File: src/rtl/id_entry_if.sv
// Row/column ID entry bus: button and selector in, captured ID and status out.
// The controller uses the slave modport; the driver/consumer side uses master.
interface id_entry_if #(
    parameter int SEL_W = 2
);
    logic             apt;
    logic [SEL_W-1:0] sel;
    logic             id_ack;
    logic [SEL_W-1:0] row;
    logic [SEL_W-1:0] col;
    logic             id_valid;
    logic             timeout;
    logic [2:0]       state_now;

    modport master (
        output apt, sel, id_ack,
        input  row, col, id_valid, timeout, state_now
    );

    modport slave (
        input  apt, sel, id_ack,
        output row, col, id_valid, timeout, state_now
    );
endinterface

File: src/rtl/id_entry_ctrl.sv
// Two-step row/column ID entry from one push button, with valid/ack hand-off.
// Define ID_TIMEOUT_EN to build the inactivity counter that aborts a half-entered ID.
module id_entry_ctrl #(
    parameter int SEL_W   = 2,
    parameter int TIMEOUT = 1000,
    parameter int CNT_W   = 10
) (
    input  logic       clk,
    input  logic       rst,
    id_entry_if.slave  bus
);
    typedef enum logic [2:0] {
        IDLE     = 3'd0,
        ROW_HELD = 3'd1,
        WAIT_COL = 3'd2,
        COL_HELD = 3'd3,
        DONE     = 3'd4
    } state_t;

    state_t           state, state_nxt;
    logic             apt_q;
    logic             press, rel;
    logic             abort;
    logic             row_ld, col_ld, id_clr, id_valid;
    logic [SEL_W-1:0] row, col;

    // apt_q resets high so a button held through reset never reads as a press
    always_ff @(posedge clk or posedge rst) begin
        if (rst) apt_q <= 1'b1;
        else     apt_q <= bus.apt;
    end

    assign press = bus.apt & ~apt_q;
    assign rel   = ~bus.apt & apt_q;

`ifdef ID_TIMEOUT_EN
    logic [CNT_W-1:0] cnt;
    logic             active;
    logic             timeout_q;

    assign active = (state == ROW_HELD) || (state == WAIT_COL) || (state == COL_HELD);
    // A press on the limit edge wins over the abort
    assign abort  = active && !press && (cnt == CNT_W'(TIMEOUT - 1));

    always_ff @(posedge clk or posedge rst) begin
        if (rst)                          cnt <= '0;
        else if (!active || press || abort) cnt <= '0;
        else                              cnt <= cnt + 1'b1;
    end

    always_ff @(posedge clk or posedge rst) begin
        if (rst) timeout_q <= 1'b0;
        else     timeout_q <= abort;
    end

    assign bus.timeout = timeout_q;
`else
    assign abort       = 1'b0;
    assign bus.timeout = 1'b0;
`endif

    always_ff @(posedge clk or posedge rst) begin
        if (rst) state <= IDLE;
        else     state <= state_nxt;
    end

    always_comb begin
        state_nxt = state;
        case (state)
            IDLE:     if (press) state_nxt = ROW_HELD;
            ROW_HELD: if (abort) state_nxt = IDLE;
                      else if (rel) state_nxt = WAIT_COL;
            WAIT_COL: if (press) state_nxt = COL_HELD;
                      else if (abort) state_nxt = IDLE;
            COL_HELD: if (abort) state_nxt = IDLE;
                      else if (rel) state_nxt = DONE;
            DONE:     if (bus.id_ack) state_nxt = IDLE;
            default:  state_nxt = IDLE;
        endcase
    end

    // DONE ignores presses, so a press coinciding with the ack is dropped
    always_comb begin
        row_ld   = 1'b0;
        col_ld   = 1'b0;
        id_clr   = 1'b0;
        id_valid = 1'b0;
        case (state)
            IDLE:     row_ld   = press;
            WAIT_COL: col_ld   = press;
            DONE:     id_valid = 1'b1;
            default:  ;
        endcase
        if (abort) id_clr = 1'b1;
    end

    always_ff @(posedge clk or posedge rst) begin
        if (rst) begin
            row <= '0;
            col <= '0;
        end else if (id_clr) begin
            row <= '0;
            col <= '0;
        end else if (row_ld) begin
            row <= bus.sel;
            col <= '0;
        end else if (col_ld) begin
            col <= bus.sel;
        end
    end

    assign bus.row       = row;
    assign bus.col       = col;
    assign bus.id_valid  = id_valid;
    assign bus.state_now = state;
endmodule

File: src/flat_wrapper.sv
// flat-port wrapper written by rule: the top's interface ports become plain ports
module id_entry_ctrl_flat 
#(
    parameter int SEL_W   = 2,
    parameter int TIMEOUT = 1000,
    parameter int CNT_W   = 10
)
  (clk, rst, bus_apt, bus_sel, bus_id_ack, bus_row, bus_col, bus_id_valid, bus_timeout, bus_state_now);
  id_entry_if #(.SEL_W(SEL_W)) bus_i ();
  input  logic clk;
  input  logic rst;
  input wire logic [$bits(bus_i.apt)-1:0] bus_apt;
  input wire logic [$bits(bus_i.sel)-1:0] bus_sel;
  input wire logic [$bits(bus_i.id_ack)-1:0] bus_id_ack;
  output wire logic [$bits(bus_i.row)-1:0] bus_row;
  output wire logic [$bits(bus_i.col)-1:0] bus_col;
  output wire logic [$bits(bus_i.id_valid)-1:0] bus_id_valid;
  output wire logic [$bits(bus_i.timeout)-1:0] bus_timeout;
  output wire logic [$bits(bus_i.state_now)-1:0] bus_state_now;
  assign bus_i.apt = bus_apt;
  assign bus_i.sel = bus_sel;
  assign bus_i.id_ack = bus_id_ack;
  assign bus_row = bus_i.row;
  assign bus_col = bus_i.col;
  assign bus_id_valid = bus_i.id_valid;
  assign bus_timeout = bus_i.timeout;
  assign bus_state_now = bus_i.state_now;
  id_entry_ctrl #(.SEL_W(SEL_W), .TIMEOUT(TIMEOUT), .CNT_W(CNT_W)) u_core (.clk(clk), .rst(rst), .bus(bus_i));
endmodule
File: config.mk
export PLATFORM = sky130hd
export DESIGN_NAME = id_entry_ctrl_flat
export DESIGN_NICKNAME = d
export VERILOG_FILES = /design/src/rtl/id_entry_if.sv /design/src/rtl/id_entry_ctrl.sv /design/src/flat_wrapper.sv
export SDC_FILE = /design/constraint.sdc
export NUM_CORES = 1
export LEC_CHECK = 0
export BUFFER_PORTS_ARGS = -buffer_cell sky130_fd_sc_hd__buf_2
export CAP_MARGIN = 0
export CELL_PAD_IN_SITES_DETAIL_PLACEMENT = 1
export CELL_PAD_IN_SITES_GLOBAL_PLACEMENT = 1
export CORE_AREA = 3 3 40 42
export CTS_CLUSTER_SIZE = 30
export DETAILED_ROUTE_END_ITERATION = 8
export DIE_AREA = 0 0 43 45
export PLACE_DENSITY_LB_ADDON = 0.1
export SLEW_MARGIN = 30
export SYNTH_ARGS = -nofsm -noshare
export SYNTH_HDL_FRONTEND = slang
export SYNTH_SLANG_ARGS = --single-unit
File: constraint.sdc
create_clock -name clk -period 1.9 [get_ports clk]
set_input_delay 0.38 -clock clk [delete_from_list [all_inputs] [get_ports clk]]
set_output_delay 0.38 -clock clk [all_outputs]
set_load 0.05 [all_outputs]
==> impl_metrics.toml <==
[outcome]
outcome = "finished clean"

[clocking]
cts_root_buf = "clkbuf_4"
cts_tree = "done"
path_clk_slew_ps = 60
holdBufCountCts = 0
clk_latency_ps = 250
htreeDepth = 1
cts_buffers = 3
max-clock-path-buffers = 2
cts_resized = 0
post-cts-setup-buffers = 0
cts.sinks = 8

[routing]
vias = 290
viasPerCell = 4.53
routed_wl_um = 760
drt.antenna.violating_nets = 0
post_drt_wl_per_cell_um = 11.9
detail_route.first_pass.iterations = 1
drc = 0
drtIter0Drc = 0

[sta]
relSlewSlack_pct = 58.6
finalCriticalPeriod_ps = 1570
setup-violations-final = 0
maxSlewViolCount = 0
finalSetupTns_ps = 0
worst_pin_slew_ps = 613
fmax_mhz = 639
rsz0062_at_grt = "no"
hold_viol = 0
clock_skew_ps = 0.804
fin_crit_sh_pct = 82.4

[floorplan]
design.core.area_um2 = 1280
rows = 13
start_util_pct = 27.8
io_pins = 15
dieArea_um2 = 1940
die-height_um = 45
die_w_um = 43

[worst_setup_path]
arrival_ps = 1190
end_kind = "output pin"
critPathMaxFanout = 6
worstSetupStartpointType = "flip-flop"
critPathKind = "flip-flop to output pin"
cp.required_ps = 1520

[synth]
yosysTopAreaCellShare_pct = 49.0
yosysTopAreaCell = "dfrtp_1"
syn_inst = 33
synthDistinctLibCells = 17
synth_fp_nets = 39
synthesis.area_um2 = 358
synth.avg_cell_area_um2 = 10.8
yosysSeqAreaShare_pct = 56.3
ys_warn_count = 0
synth_seq_cells = 8
synth.area.top_cells = "dfrtp_1 49%, mux2_4 8.4%, dfstp_2 7.3%"

[job]
maxCapViolations = 0

[placed_design]
placed_cell_area_um2 = 434
numPortBuffers = 13
gp_congestion = 0.721

[global_routing]
grt_pass1_vias = 312
grt_max_degree = 9
antenna_found_initial = 0
track_usage_pct = 10.2
grt_pass1_wl_um = 1390
grt-ovfl-total = 0

[pwr]
vdd_drop_max_v = 0.000476
leakagePower_nw = 0.245
power.density_nw_per_um2 = 1740

[final_layout]
finalInstanceArea_um2 = 460
syn_to_final_growth_pct = 28.7
drive_above_1_share_pct = 40.8
final_cell_mix = "13 x buf_2, 7 x dfrtp_1, 6 x inv_1"
num-nets-final = 56
layout_commonest_cell = "buf_2"
diodes = 0

[min_path]
hold_path_class = "input port to asynchronous set/reset pin"
## worst paths after layout
check	startpoint	to	slack (ps)	cells past startpoint
setup / recovery	u_core.bus.state_now[0]$_DFFE_PP0P_	bus_id_valid	330	4
hold / removal	rst	u_core.bus.col[0]$_DFFE_PP0P_	70	2
setup reg to reg	u_core.bus.state_now[0]$_DFFE_PP0P_	u_core.bus.row[0]$_DFFE_PP0P_	470	2
hold reg to reg	u_core.bus.row[1]$_DFFE_PP0P_	u_core.bus.row[1]$_DFFE_PP0P_	500	1
max in group asynchronous	rst	u_core.apt_q$_DFF_PP1_	1550	2
min in group clk	bus_apt	u_core.apt_q$_DFF_PP1_	260	1
## cell usage after synthesis
library cell and instances:
dfstp_2 1, o32ai_1 1, nand2b_1 1, conb_1 1, o21ai_0 3, xnor2_1 1, nor4b_1 1, buf_4 1
nand3_1 2, nand3b_1 1, mux2_4 2, nor2_1 2, a21oi_1 1, nand2_1 1, dfrtp_1 7, or4_4 1
inv_1 6
## stage by stage
stage                     hold slack, ps  utilization (%)  setup slack (ps)  cells  total power [W]
after CTS                           65.2             35.8               317     64         0.000812
after floorplan                      195                -               278     33         0.000581
after global routing                76.6             35.8               232     64         0.000856
after detailed placement             340             33.8               448     60         0.000671
after global placement               331             33.8               475     60         0.000663
final                               67.5             35.8               335     64         0.000800
## kinds of logic after synthesis
| family | count (synthesis) | synth area share [%] |
|---|---|---|
| XOR/XNOR | 1 | 2.45 |
| AO/OA/AOI/OAI | 5 | 8.04 |
| multiplexers | 2 | 8.39 |
| flip-flops | 8 | 56.3 |
| buffers and inverters | 7 | 8.39 |
| AND/OR/NAND/NOR | 9 | 15.4 |
| other | 1 | 1.05 |
## flip-flops by register name, summed over array words and instances (netlist names)
signal,flops
u_core.bus.state_now,3
u_core.bus.col,2
u_core.bus.row,2
u_core.apt_q,1
## per-layer routing
layer  GRT usage (%)  part of all wire [%]  vias up
li1                -                     -      137
met3            4.38                    13        2
met5               0                     0        -
met4            7.23                  0.79        0
met2            14.7                    42       15
met1            12.3                    44      136
## power by group
part           total, W  switching [W]  internal (W)
combinational  0.000384       0.000281      0.000103
clock          0.000137      0.0000564     0.0000803
sequential     0.000279      0.0000496      0.000230
total          0.000800       0.000387      0.000413
## critical path, stage by stage, from the launching register on
cell	delay, ps
dfrtp_1	430
nor2_1	120
nand2_1	70
inv_1	60
buf_2	250
## layout make-up
cell class	count	area (um^2)
inverters	6	22.5
fillers	162	825
repair buffers	13	65.1
multi-input cells	18	126
flip-flops and latches	8	201
clock buffers	4	26.3
well taps	15	18.8
Note: power is estimated with default switching activity, not from simulation.
